`src/rtl/mpf_vtp_port_arbiter.sv`:
```
// ---------------------------------------------------------------------------
// mpf_vtp_port_arbiter
//
// Lets N_REQ translation requesters share one VTP translation service port.
// Requests are granted round-robin. The ID of each granted requester is kept
// in an in-order tag FIFO, so each in-order service response goes back to the
// requester that issued it. Issue stops when MAX_OUTSTANDING translations are
// in flight. An ordered (fence) request blocks further issue until every tag,
// including the fence's own tag, has been returned.
//
// Parameters
//   N_REQ            number of requester ports (2..8)
//   VA_WIDTH         virtual line-address width
//   PA_WIDTH         physical line-address width
//   MAX_OUTSTANDING  in-flight limit, power of 2 (2..64)
//
// Ports
//   clk, reset_n        clock; asynchronous active-low reset
//   req_valid/addr/is_ordered, req_ready
//                       per-requester request channels (addr is flattened,
//                       requester i occupies bits [i*VA_WIDTH +: VA_WIDTH])
//   rsp_valid           per-requester one-cycle response strobe
//   rsp_addr, rsp_error shared response payload, qualified by rsp_valid
//   svc_req_*           request channel to the VTP service
//   svc_rsp_*           in-order response channel from the VTP service
//   outstanding         number of translations currently in flight
//   err_unexpected_rsp  sticky: a response arrived with no tag outstanding
// ---------------------------------------------------------------------------
module mpf_vtp_port_arbiter #(
  parameter int N_REQ           = 2,
  parameter int VA_WIDTH        = 42,
  parameter int PA_WIDTH        = 42,
  parameter int MAX_OUTSTANDING = 16
) (
  input  logic                          clk,
  input  logic                          reset_n,

  input  logic [N_REQ-1:0]              req_valid,
  input  logic [N_REQ*VA_WIDTH-1:0]     req_addr,
  input  logic [N_REQ-1:0]              req_is_ordered,
  output logic [N_REQ-1:0]              req_ready,

  output logic [N_REQ-1:0]              rsp_valid,
  output logic [PA_WIDTH-1:0]           rsp_addr,
  output logic                          rsp_error,

  output logic                          svc_req_valid,
  input  logic                          svc_req_ready,
  output logic [VA_WIDTH-1:0]           svc_req_addr,
  output logic                          svc_req_is_ordered,

  input  logic                          svc_rsp_valid,
  input  logic [PA_WIDTH-1:0]           svc_rsp_addr,
  input  logic                          svc_rsp_error,

  output logic [$clog2(MAX_OUTSTANDING):0] outstanding,
  output logic                          err_unexpected_rsp
);

  localparam int ID_W  = (N_REQ > 1) ? $clog2(N_REQ) : 1;
  localparam int PTR_W = $clog2(MAX_OUTSTANDING);
  localparam int CNT_W = PTR_W + 1;

  typedef enum logic {
    FS_OPEN  = 1'b0,
    FS_FENCE = 1'b1
  } fence_state_t;

  // Registered state
  logic [ID_W-1:0]  r_prio;
  logic [PTR_W-1:0] r_wr_ptr;
  logic [PTR_W-1:0] r_rd_ptr;
  logic [CNT_W-1:0] r_count;
  logic [ID_W-1:0]  r_tag_mem [MAX_OUTSTANDING];
  fence_state_t     r_fence_state;
  logic             r_err_unexp;

  // Combinational signals
  logic [ID_W-1:0]     w_winner;
  logic                w_any_valid;
  logic                w_can_issue;
  logic                w_issue;
  logic                w_pop;
  logic [ID_W-1:0]     w_head;
  logic [ID_W-1:0]     w_prio_next;
  logic [VA_WIDTH-1:0] w_sel_addr;
  logic                w_sel_ordered;
  fence_state_t        w_fence_next;

  // -------------------------------------------------------------------------
  // Round-robin winner: first valid requester at prio, prio+1, ... mod N_REQ.
  // -------------------------------------------------------------------------
  always_comb begin
    int unsigned v_idx;
    logic        v_found;
    v_idx    = 0;
    v_found  = 1'b0;
    w_winner = r_prio;
    for (int unsigned i = 0; i < N_REQ; i++) begin
      v_idx = 32'(r_prio) + i;
      if (v_idx >= N_REQ) begin
        v_idx = v_idx - N_REQ;
      end
      if (!v_found && req_valid[ID_W'(v_idx)]) begin
        v_found  = 1'b1;
        w_winner = ID_W'(v_idx);
      end
    end
  end

  assign w_any_valid = |req_valid;

  // Request payload mux from the winner
  always_comb begin
    w_sel_addr    = '0;
    w_sel_ordered = 1'b0;
    for (int unsigned i = 0; i < N_REQ; i++) begin
      if (w_winner == ID_W'(i)) begin
        w_sel_addr    = req_addr[i*VA_WIDTH +: VA_WIDTH];
        w_sel_ordered = req_is_ordered[i];
      end
    end
  end

  // -------------------------------------------------------------------------
  // Issue path. The full check uses the registered count only, so a pop in
  // the same cycle never opens issue and there is no ready->valid loop.
  // reset_n gates the combinational outputs so they read 0 during reset.
  // -------------------------------------------------------------------------
  assign w_can_issue = (r_count != CNT_W'(MAX_OUTSTANDING)) &&
                       (r_fence_state == FS_OPEN);

  assign svc_req_valid      = reset_n && w_can_issue && w_any_valid;
  assign svc_req_addr       = w_sel_addr;
  assign svc_req_is_ordered = w_sel_ordered;
  assign w_issue            = svc_req_valid && svc_req_ready;

  always_comb begin
    req_ready = '0;
    for (int unsigned i = 0; i < N_REQ; i++) begin
      if (w_winner == ID_W'(i)) begin
        req_ready[i] = svc_req_valid && svc_req_ready;
      end
    end
  end

  assign w_prio_next = (w_winner == ID_W'(N_REQ - 1)) ? '0 : w_winner + ID_W'(1);

  // -------------------------------------------------------------------------
  // Response path: the tag FIFO head is read straight from flops so routing
  // is zero-latency.
  // -------------------------------------------------------------------------
  assign w_head = r_tag_mem[r_rd_ptr];
  assign w_pop  = svc_rsp_valid && (r_count != '0);

  always_comb begin
    rsp_valid = '0;
    for (int unsigned i = 0; i < N_REQ; i++) begin
      if (w_head == ID_W'(i)) begin
        rsp_valid[i] = w_pop;
      end
    end
  end

  assign rsp_addr           = svc_rsp_addr;
  assign rsp_error          = svc_rsp_error;
  assign outstanding        = r_count;
  assign err_unexpected_rsp = r_err_unexp;

  // -------------------------------------------------------------------------
  // Fence state machine. No issue is possible while fenced, so the fence tag
  // is always the youngest, and the pop that empties the FIFO is its own.
  // -------------------------------------------------------------------------
  always_comb begin
    w_fence_next = r_fence_state;
    case (r_fence_state)
      FS_OPEN: begin
        if (w_issue && w_sel_ordered) begin
          w_fence_next = FS_FENCE;
        end
      end
      FS_FENCE: begin
        if (w_pop && (r_count == CNT_W'(1))) begin
          w_fence_next = FS_OPEN;
        end
      end
      default: w_fence_next = FS_OPEN;
    endcase
  end

  always_ff @(posedge clk or negedge reset_n) begin
    if (!reset_n) begin
      r_fence_state <= FS_OPEN;
    end else begin
      r_fence_state <= w_fence_next;
    end
  end

  // -------------------------------------------------------------------------
  // Priority pointer, FIFO pointers, in-flight count, error flag
  // -------------------------------------------------------------------------
  always_ff @(posedge clk or negedge reset_n) begin
    if (!reset_n) begin
      r_prio      <= '0;
      r_wr_ptr    <= '0;
      r_rd_ptr    <= '0;
      r_count     <= '0;
      r_err_unexp <= 1'b0;
    end else begin
      if (w_issue) begin
        r_prio   <= w_prio_next;
        r_wr_ptr <= r_wr_ptr + PTR_W'(1);
      end
      if (w_pop) begin
        r_rd_ptr <= r_rd_ptr + PTR_W'(1);
      end
      case ({w_issue, w_pop})
        2'b10:   r_count <= r_count + CNT_W'(1);
        2'b01:   r_count <= r_count - CNT_W'(1);
        default: r_count <= r_count;
      endcase
      if (svc_rsp_valid && (r_count == '0)) begin
        r_err_unexp <= 1'b1;
      end
    end
  end

  // Tag storage needs no reset; only entries between the pointers are read.
  always_ff @(posedge clk) begin
    if (w_issue) begin
      r_tag_mem[r_wr_ptr] <= w_winner;
    end
  end

endmodule
```
`config.mk`:
```
export PLATFORM = sky130hd
export DESIGN_NAME = mpf_vtp_port_arbiter
export DESIGN_NICKNAME = d
export VERILOG_FILES = /design/src/rtl/mpf_vtp_port_arbiter.sv
export SDC_FILE = /design/constraint.sdc
export NUM_CORES = 1
export LEC_CHECK = 0
export ABC_AREA = 1
export BUFFER_PORTS_ARGS = -buffer_cell sky130_fd_sc_hd__clkbuf_2
export CAP_MARGIN = 5
export CORE_MARGIN = 1
export CORE_UTILIZATION = 25
export DETAILED_ROUTE_END_ITERATION = 12
export SLEW_MARGIN = 0
export SYNTH_ARGS = -nofsm -noshare
export SYNTH_HDL_FRONTEND = slang
export SYNTH_SLANG_ARGS = --single-unit
```
`constraint.sdc`:
```
create_clock -name clk -period 1.9 [get_ports clk]
set_input_delay 0.38 -clock clk [delete_from_list [all_inputs] [get_ports clk]]
set_output_delay 0.38 -clock clk [all_outputs]
set_load 0.005 [all_outputs]
```
# Yosys cells after proc, flatten, opt, wreduce, memory -nomap -nowiden
# Memories as Yosys holds them, arrays and structs flattened.
# Index checks and enable logic that the tools add are counted.
# Widths: inputs -> output; s select.
[totals]
ram_bits = 16
ff_bits = 16
input_bits = 135
n_memories = 1
[memory_table]
columns = ["name", "words", "width", "rd", "rd_clocked_by_memory_dff", "write_ports", "line_no", "text"]
rows = [
  ["r_tag_mem", 16, 1, 1, 0, 1, "74", "logic [ID_W-1:0] r_tag_mem [MAX_OUTSTANDING];"],
]
[classes]
addsub = 8
eq_ne = 4
reduce_logical = 14
mux = 22
n_bitwise = 1
magnitude_cmp = 4
[ops]
columns = ["op", "count"]
rows = [
  ["$mux 42", 1],
  ["$mux 1", 19],
  ["$pmux 5 s2", 1],
  ["$logic_and 1x1->1", 9],
  ["$add 4x1->4 const B", 2],
  ["$add 5x1->5 const B", 1],
  ["$eq 5x1->1 const B", 1],
  ["$logic_not 5->1", 1],
  ["$ne 5x5->1 const B", 1],
  ["$reduce_bool 5->1", 1],
  ["$sub 5x1->5 const B", 1],
  ["$lt 1x2->1 const B", 2],
  ["$add 1x1->2 const B", 1],
  ["$eq 2x1->1 const B", 1],
  ["$eq 2x2->1 const B", 1],
  ["$ge 1x2->1 const B", 1],
  ["$ge 2x2->1 const B", 1],
  ["$pmux 1 s2", 1],
  ["$reduce_bool 2->1", 1],
  ["$reduce_or 2->1", 1],
  ["$sub 1x1->1 const B", 2],
  ["$add 1x1->1 const B", 1],
  ["$logic_not 1->1", 1],
  ["$not 1->1", 1],
]

# Depth between registers and ports, before layout
# Gate-level depths: netlist of run 1.
[depth]
word_depth = 12
depth_mapped = 12

# Worst setup path after synthesis of run 1
# No wires, ideal clock.
[synth_path]
path_kind = "register to register"
from = "reg r_count[0], in the netlist outstanding[0]"
to = "reg r_count[2], in the netlist outstanding[2]"
stages_incl_launch_ff = 13
setup_ps = 118
setup_slack_ps = -41
t_arrival_ps = 1823
cell_sequence = "dfrtp_1 > inv_1 > ha_1 > nand3_1 > nand3_2 > buf_6 > ha_1 > inv_1 > nor2_1 > nor2_1 > o21ai_0 > xor2_1 > inv_1"
[synth_via]
elab_chain_cells = 7
[synth_rtl]
columns = ["element", "line_no", "text"]
rows = [
  ["from (decl)", "73", "logic [CNT_W-1:0] r_count;"],
  ["from (signal assigned)", "218", "2'b10: r_count <= r_count + CNT_W'(1);"],
  ["from (signal assigned)", "219", "2'b01: r_count <= r_count - CNT_W'(1);"],
  ["from (signal assigned)", "220", "default: r_count <= r_count;"],
  ["$ne 5x5->1", "130", "assign w_can_issue = (r_count != CNT_W'(MAX_OUTSTANDING)) &&"],
  ["$logic_and 1x1->1", "130", ""],
  ["$logic_and 1x1->1 (2 in series)", "133", "assign svc_req_valid = reset_n && w_can_issue && w_any_valid;"],
  ["$logic_and 1x1->1", "136", "assign w_issue = svc_req_valid && svc_req_ready;"],
  ["$eq 2x1->1 or $eq 2x2->1 (tied branches)", "217", "case ({w_issue, w_pop})"],
  ["$pmux 5 s2 or $reduce_bool 2->1 (tied branches)", "--", ""],
]
# Several ways; a longest one is shown, not always the timed one.
# A chain may end at the register's enable or synchronous reset.

# Final worst setup path of run 1
[layout_path]
from = "reg r_prio"
to = "out req_ready[0]"
[layout_via]
elab_chain_cells = 9
[layout_rtl]
columns = ["element", "line_no", "text"]
rows = [
  ["from (decl)", "70", "logic [ID_W-1:0] r_prio;"],
  ["from (signal assigned)", "211", "r_prio <= w_prio_next;"],
  ["$ge 1x2->1 or $sub 1x1->1 (tied branches)", "101, 102", ""],
  ["$mux 1", "101", "if (v_idx >= N_REQ) begin"],
  ["$mux 1 (implied by the code) (2 in series)", "104", "if (!v_found && req_valid[ID_W'(v_idx)]) begin"],
  ["$mux 1", "104", ""],
  ["$logic_not 1->1", "104", ""],
  ["$logic_and 1x1->1", "104", ""],
  ["$mux 1 (*)", "104", ""],
  ["$mux 1 (*)", "141", "if (w_winner == ID_W'(i)) begin"],
  ["to (decl)", "41", "output logic [N_REQ-1:0] req_ready,"],
]
# Mark *: on every way between the ends. The rest lies on a longest branch, timed or not. The select of a mux whose other input is x is not followed.

==> run metrics, run 1 <==
status finished with violations; violated checks negative setup slack; Post-Syn Nets 513; final hold vios 0; fin nets 634; Port Buffers 145; Sink Count 32; mean post-synth cell area 7.065 um2; initial core utilization 26.24%; pwr dens 1151 nW/um2; Fill cells 1085; mean number of vias per cell 4.234; CP max FO 7; fin crit period 1.919 ns; most common cell after layout, fill and taps aside nand2_1; sequential fraction of the synthesis area 33.88%; Area Overhead vs Synth 37.92%; Post-synth EDFFs 16; Finished Layout Cells 623; Die ar. 10810 um2; number of global-route vias before repair 2624; ys async rst share 50.00%; CP required 1.52 ns; Synth Instances 368; Placer Congestion 0.8179; Die W 104.0 um; crit path kind register to output pin; # diodes 0; startpoint types register; Site Rows 36; Worst-path clk slew 0.07 ns; commonest cells after routing, fill and taps aside nand2_1, clkbuf_2, inv_1; setup ws final -0.01947 ns; Remaining Overflow, GRT 0; dpl cells 604; H-tree level count 2; Final Skew 0.007116 ns; Max Buffers Root-to-Sink 2; layout cells sized above 1 42.86%; initial antenna violation count 0; Worst path max stage delay 0.43 ns; Slowest cell on crit path dfrtp_1; Final Cycle Share 101.0%; Core Area 9910 um2; max cap viols 0; #FFs+latches synth 32; Num CTS Buffers 5; R2R cell count 12; Least-Margin Pin Slew 0.2563 ns; Total GRT Usage 13.84%; Final ANT Viol Nets 0; 1st-iter DRT viols 79; leak pwr 2.009 nW; maximum operating frequency 521.0 MHz; worst vdd ir 0.4339 mV; r2r startpoint outstanding[1]; Die Y 104.0 um; first-pass GRT wire length 12.05 mm; Core Util, Final 36.19%; Cell variety after synth 30; Worst-Skew Late Latency 0.29 ns; DR vias 2638; Syn Std Cell Area 2600 um2; flop2flop setup slack 0.10 ns; worst path cell trace o21ai_4 > inv_4 > clkbuf_16 > nor2_4 > clkbuf_2; Yosys Warn Count 0; root buf cell clkbuf_8; Routed WL 7.473 mm; Setup Viol. Count Final 1; routed wire length per instance 12.00 um; Post-route DRC 0; RSZ-0062 raised after global routing true; CTS tree yes; Pins Over Slew Limit 0; Hold Crit Class input port to async pin; pin count of the biggest net entering global routing 25; IO Count 232; Worst setup EP type output pin; hpwl dp 6.104 mm; slew margin rel. 82.85%; DR pass1 iterations 4; CP arrival 1.54 ns; RR Endpoint outstanding[4]; Primary FF master, synth edfxtp_1
## report_power, final
group	switching, mW	internal (mW)	total (mW)	leakage [nW]
registers	0.238	0.936	1.17	0.330
logic	1.24	1.06	2.29	1.62
clock network	0.276	0.388	0.663	0.0541
## through the flow
| step | power [mW] | setup WS, ns | cell area, um2 | hold slack [ns] | TNS [ns] |
|---|---|---|---|---|---|
| final | 4.129 | -0.01947 | 3586 | 0.04948 | -0.01947 |
| after global routing | 4.495 | -0.09130 | 3586 | 0.06559 | -2.383 |
| after CTS | 4.008 | -0.01807 | 3486 | 0.06178 | -0.1109 |
| after detailed placement | 3.143 | 0.09767 | 3224 | 0.3745 | 0 |
| after global placement | 3.116 | 0.08266 | 3224 | 0.3579 | 0 |
| after floorplan | 2.396 | 0.06802 | 2613 | 0.08441 | 0 |
## area by class of cell
| type | instances | area (um2) | share of cell area [%] |
|---|---|---|---|
| multi-input cells | 252 | 1329 | 37.05 |
| repair buffers | 167 | 972.2 | 27.11 |
| clock buffers | 5 | 68.82 | 1.919 |
| well taps | 133 | 166.4 | 4.641 |
| flip-flops and latches | 32 | 883.3 | 24.63 |
| inverters | 31 | 123.9 | 3.454 |
| clock inverters | 3 | 42.54 | 1.186 |
## timing repair
action / in CTS / in global routing
cloned: 1 / 2
setup buffers: 7 / 2
hold buffers: 0 / 0
pin swaps: 3 / 5
gates resized for setup: 21 / 16
endpoints found under the setup margin: 31 / 60
## cells by family after synthesis
logic type / synth area share [%]
and+or+nand+nor: 34.55
DFF: 33.88
adders and majority gates: 4.812
buffers and inverters: 19.49
xor gates and xnor gates: 4.283
AOI/OAI and AO/OA: 2.984
## how the worst max path moves through the flow
stage / endpoint / start / depth (start not counted) / slack, ns
finish: req_ready[0] / r_prio / 5 / -0.02
global route: svc_req_addr[39] / r_prio / 6 / -0.09
CTS: svc_req_addr[34] / r_prio / 6 / -0.02
detailed placement: req_ready[0] / outstanding[0] / 7 / 0.1
global placement: req_ready[1] / outstanding[0] / 7 / 0.08
floorplan: outstanding[2] / outstanding[0] / 10 / 0.07
## worst max-delay path: cells and delay by family (launching register included)
family / cells / cell delay [ns]
AOI/OAI and AO/OA: 1 / 0.28
buffers and inverters: 3 / 0.41
DFF: 1 / 0.43
and+or+nand+nor: 1 / 0.12
## synth_stat cells, types with 4 or more instances
| master | count | area (um2) |
|---|---|---|
| nand2_1 | 173 | 649.4 |
| buf_4 | 47 | 352.8 |
| inv_1 | 28 | 105.1 |
| nor2_1 | 20 | 75.07 |
| dfrtp_1 | 16 | 400.4 |
| edfxtp_1 | 16 | 480.5 |
| nand3_1 | 16 | 80.08 |
| ha_1 | 10 | 125.1 |
| o21ai_0 | 7 | 35.03 |
| xor2_1 | 7 | 61.31 |
| buf_2 | 4 | 20.02 |
## flip-flops by register name, indices dropped and copies added, names as in the netlist
signal	flops
err_unexpected_rsp	1
outstanding	5
r_fence_state	1
r_prio	1
r_rd_ptr	4
r_tag_mem	16
r_wr_ptr	4
## metal layers
layer  track usage (%)  up-vias  part of all wire (%)
li1                  -     1317                     -
met1             14.85     1167                    38
met2             25.52      140                    52
met3             3.133       14                   7.1
met4             6.531        0                   2.6
met5                 0        -                     0
(Power assumes the default switching activity.)
==> run 2, diff against run 1 <==
Clock period 1.9 ns to 2.3 ns, I/O delays scaled along.
==> run 2 against run 1 <==
Setup slack better by 0.18 ns. Critical endpoint is now req_ready[1]. Flip-flop and latch count unchanged. The run now ends clean. Sequential share of layout area up 2.7 points.
==> run metrics, run 2 (synthesis results as in run 1) <==
status finished clean; Final Skew 0.004048 ns; Worst-Skew Late Latency 0.28 ns; Post-CTS Setup Inserts 0; Setup Viol. Count Final 0; slew margin rel. 72.21%; CP max FO 10; commonest cells after routing, fill and taps aside nand2_1, clkbuf_2, inv_1; grt met3 use 3.509%; hpwl dp 5.597 mm; most common cell after layout, fill and taps aside nand2_1; fin crit period 2.135 ns; final hold vios 0; register with the most flip-flops r_tag_mem; H-tree level count 2; Hold Crit Class input port to async pin; GR Util met1 13.32%; DR pass1 iterations 4; Site Rows 36; Area after DPL 3134 um2; Remaining Overflow, GRT 0; Post-route DRC 0; Total GRT Usage 12.51%; CP required 1.84 ns; Fill cells 1087; max FFs per register 16; Final ANT Viol Nets 0; Worst-path clk slew 0.07 ns; pwr dens 896.9 nW/um2; fin nets 616; mean number of vias per cell 4.159; Port Buffers 145; Die Y 104.0 um; DR vias 2516; Sum Neg Setup Slack 0 ns; CTS tree yes; RSZ-0062 raised after global routing false; pin count of the biggest net entering global routing 46; crit path kind register to output pin; Num CTS Buffers 5; routed wire length per instance 11.27 um; Routed WL 6.819 mm; leak pwr 1.870 nW; Core Area 9910 um2; Max Buffers Root-to-Sink 2; 1st-iter DRT viols 106; maximum operating frequency 468.4 MHz; initial core utilization 26.24%; CP arrival 1.68 ns; layout cells sized above 1 36.02%; Worst setup EP type output pin; # diodes 0; gr busiest metal met2; Least-Margin Pin Slew 0.4169 ns; number of global-route vias before repair 2431; grt met2 use 23.33%; Pins Over Slew Limit 0; Final Cycle Share 92.83%; first-pass GRT wire length 11.06 mm; Die ar. 10810 um2; Placer Congestion 0.7974; Final Cell Area 3231 um2; worst vdd ir 0.2458 mV; IO Count 232; area of the multi-input gates 1212 um2; root buf cell clkbuf_8; startpoint types register; max cap viols 0; Sink Count 32; Area Overhead vs Synth 24.25%; sequential cell area 883.3 um2; initial antenna violation count 0; Die W 104.0 um
==> run 2: area by class of cell <==
cell class / instances / share of cell area (%)
Tap cell: 133 / 5.151
Clock buffer: 7 / 2.672
Multi-Input combinational cell: 252 / 37.53
Timing Repair Buffer: 149 / 23.51
Inverter: 31 / 3.679
Clock inverter: 1 / 0.1162
Sequential cell: 32 / 27.34
==> run 2: power breakdown <==
part | switching, mW | total, mW | internal [mW]
clock | 0.211 | 0.450 | 0.240
combinational | 0.850 | 1.46 | 0.610
sequential | 0.213 | 0.986 | 0.773
==> run 2: through the flow <==
stage | cells | utilization [%] | hold slack (ns) | power (mW) | setup slack [ns]
after floorplan | 368 | - | 0.1644 | 1.969 | 0.3589
after global placement | 597 | 31.63 | 0.4373 | 2.425 | 0.3000
after detailed placement | 597 | 31.63 | 0.4449 | 2.470 | 0.2629
after CTS | 605 | 32.54 | 0.1358 | 2.929 | 0.05834
after global routing | 605 | 32.60 | 0.1512 | 3.200 | 0.009460
final | 605 | 32.60 | 0.1409 | 2.898 | 0.1649
==> run 2: metal layers <==
metal | wire (um) | vias up
met3 | 507 | 12
met5 | 0 | -
met2 | 3531 | 115
met4 | 122 | 0
met1 | 2658 | 1107
li1 | - | 1282
==> run 2: worst max-delay path: stages (launching register included) <==
cell and delay [ns]:
dfrtp_1 0.41, inv_1 0.12, ha_1 0.21, nand3_1 0.14
nand3_2 0.11, buf_6 0.17, nor2_1 0.10, clkbuf_2 0.12
==> run 2: worst paths after layout <==
path | slack, ns | endpoint | from | cells past startpoint
max | 0.16 | req_ready[1] | outstanding[1] | 7
min | 0.14 | outstanding[0] | reset_n | 2
max reg2reg | 0.25 | outstanding[2] | outstanding[1] | 12
min reg2reg | 0.47 | err_unexpected_rsp | err_unexpected_rsp | 1
max in group asynchronous | 1.95 | r_rd_ptr[0] | reset_n | 2
min in group clk | 0.42 | err_unexpected_rsp | svc_rsp_valid | 3
==> run 2: timing repair <==
action,4_1_cts,5_1_grt
gates resized for setup,0,3
hold buffers,0,0
endpoints found under the hold margin,0,0
endpoints found under the setup margin,0,5
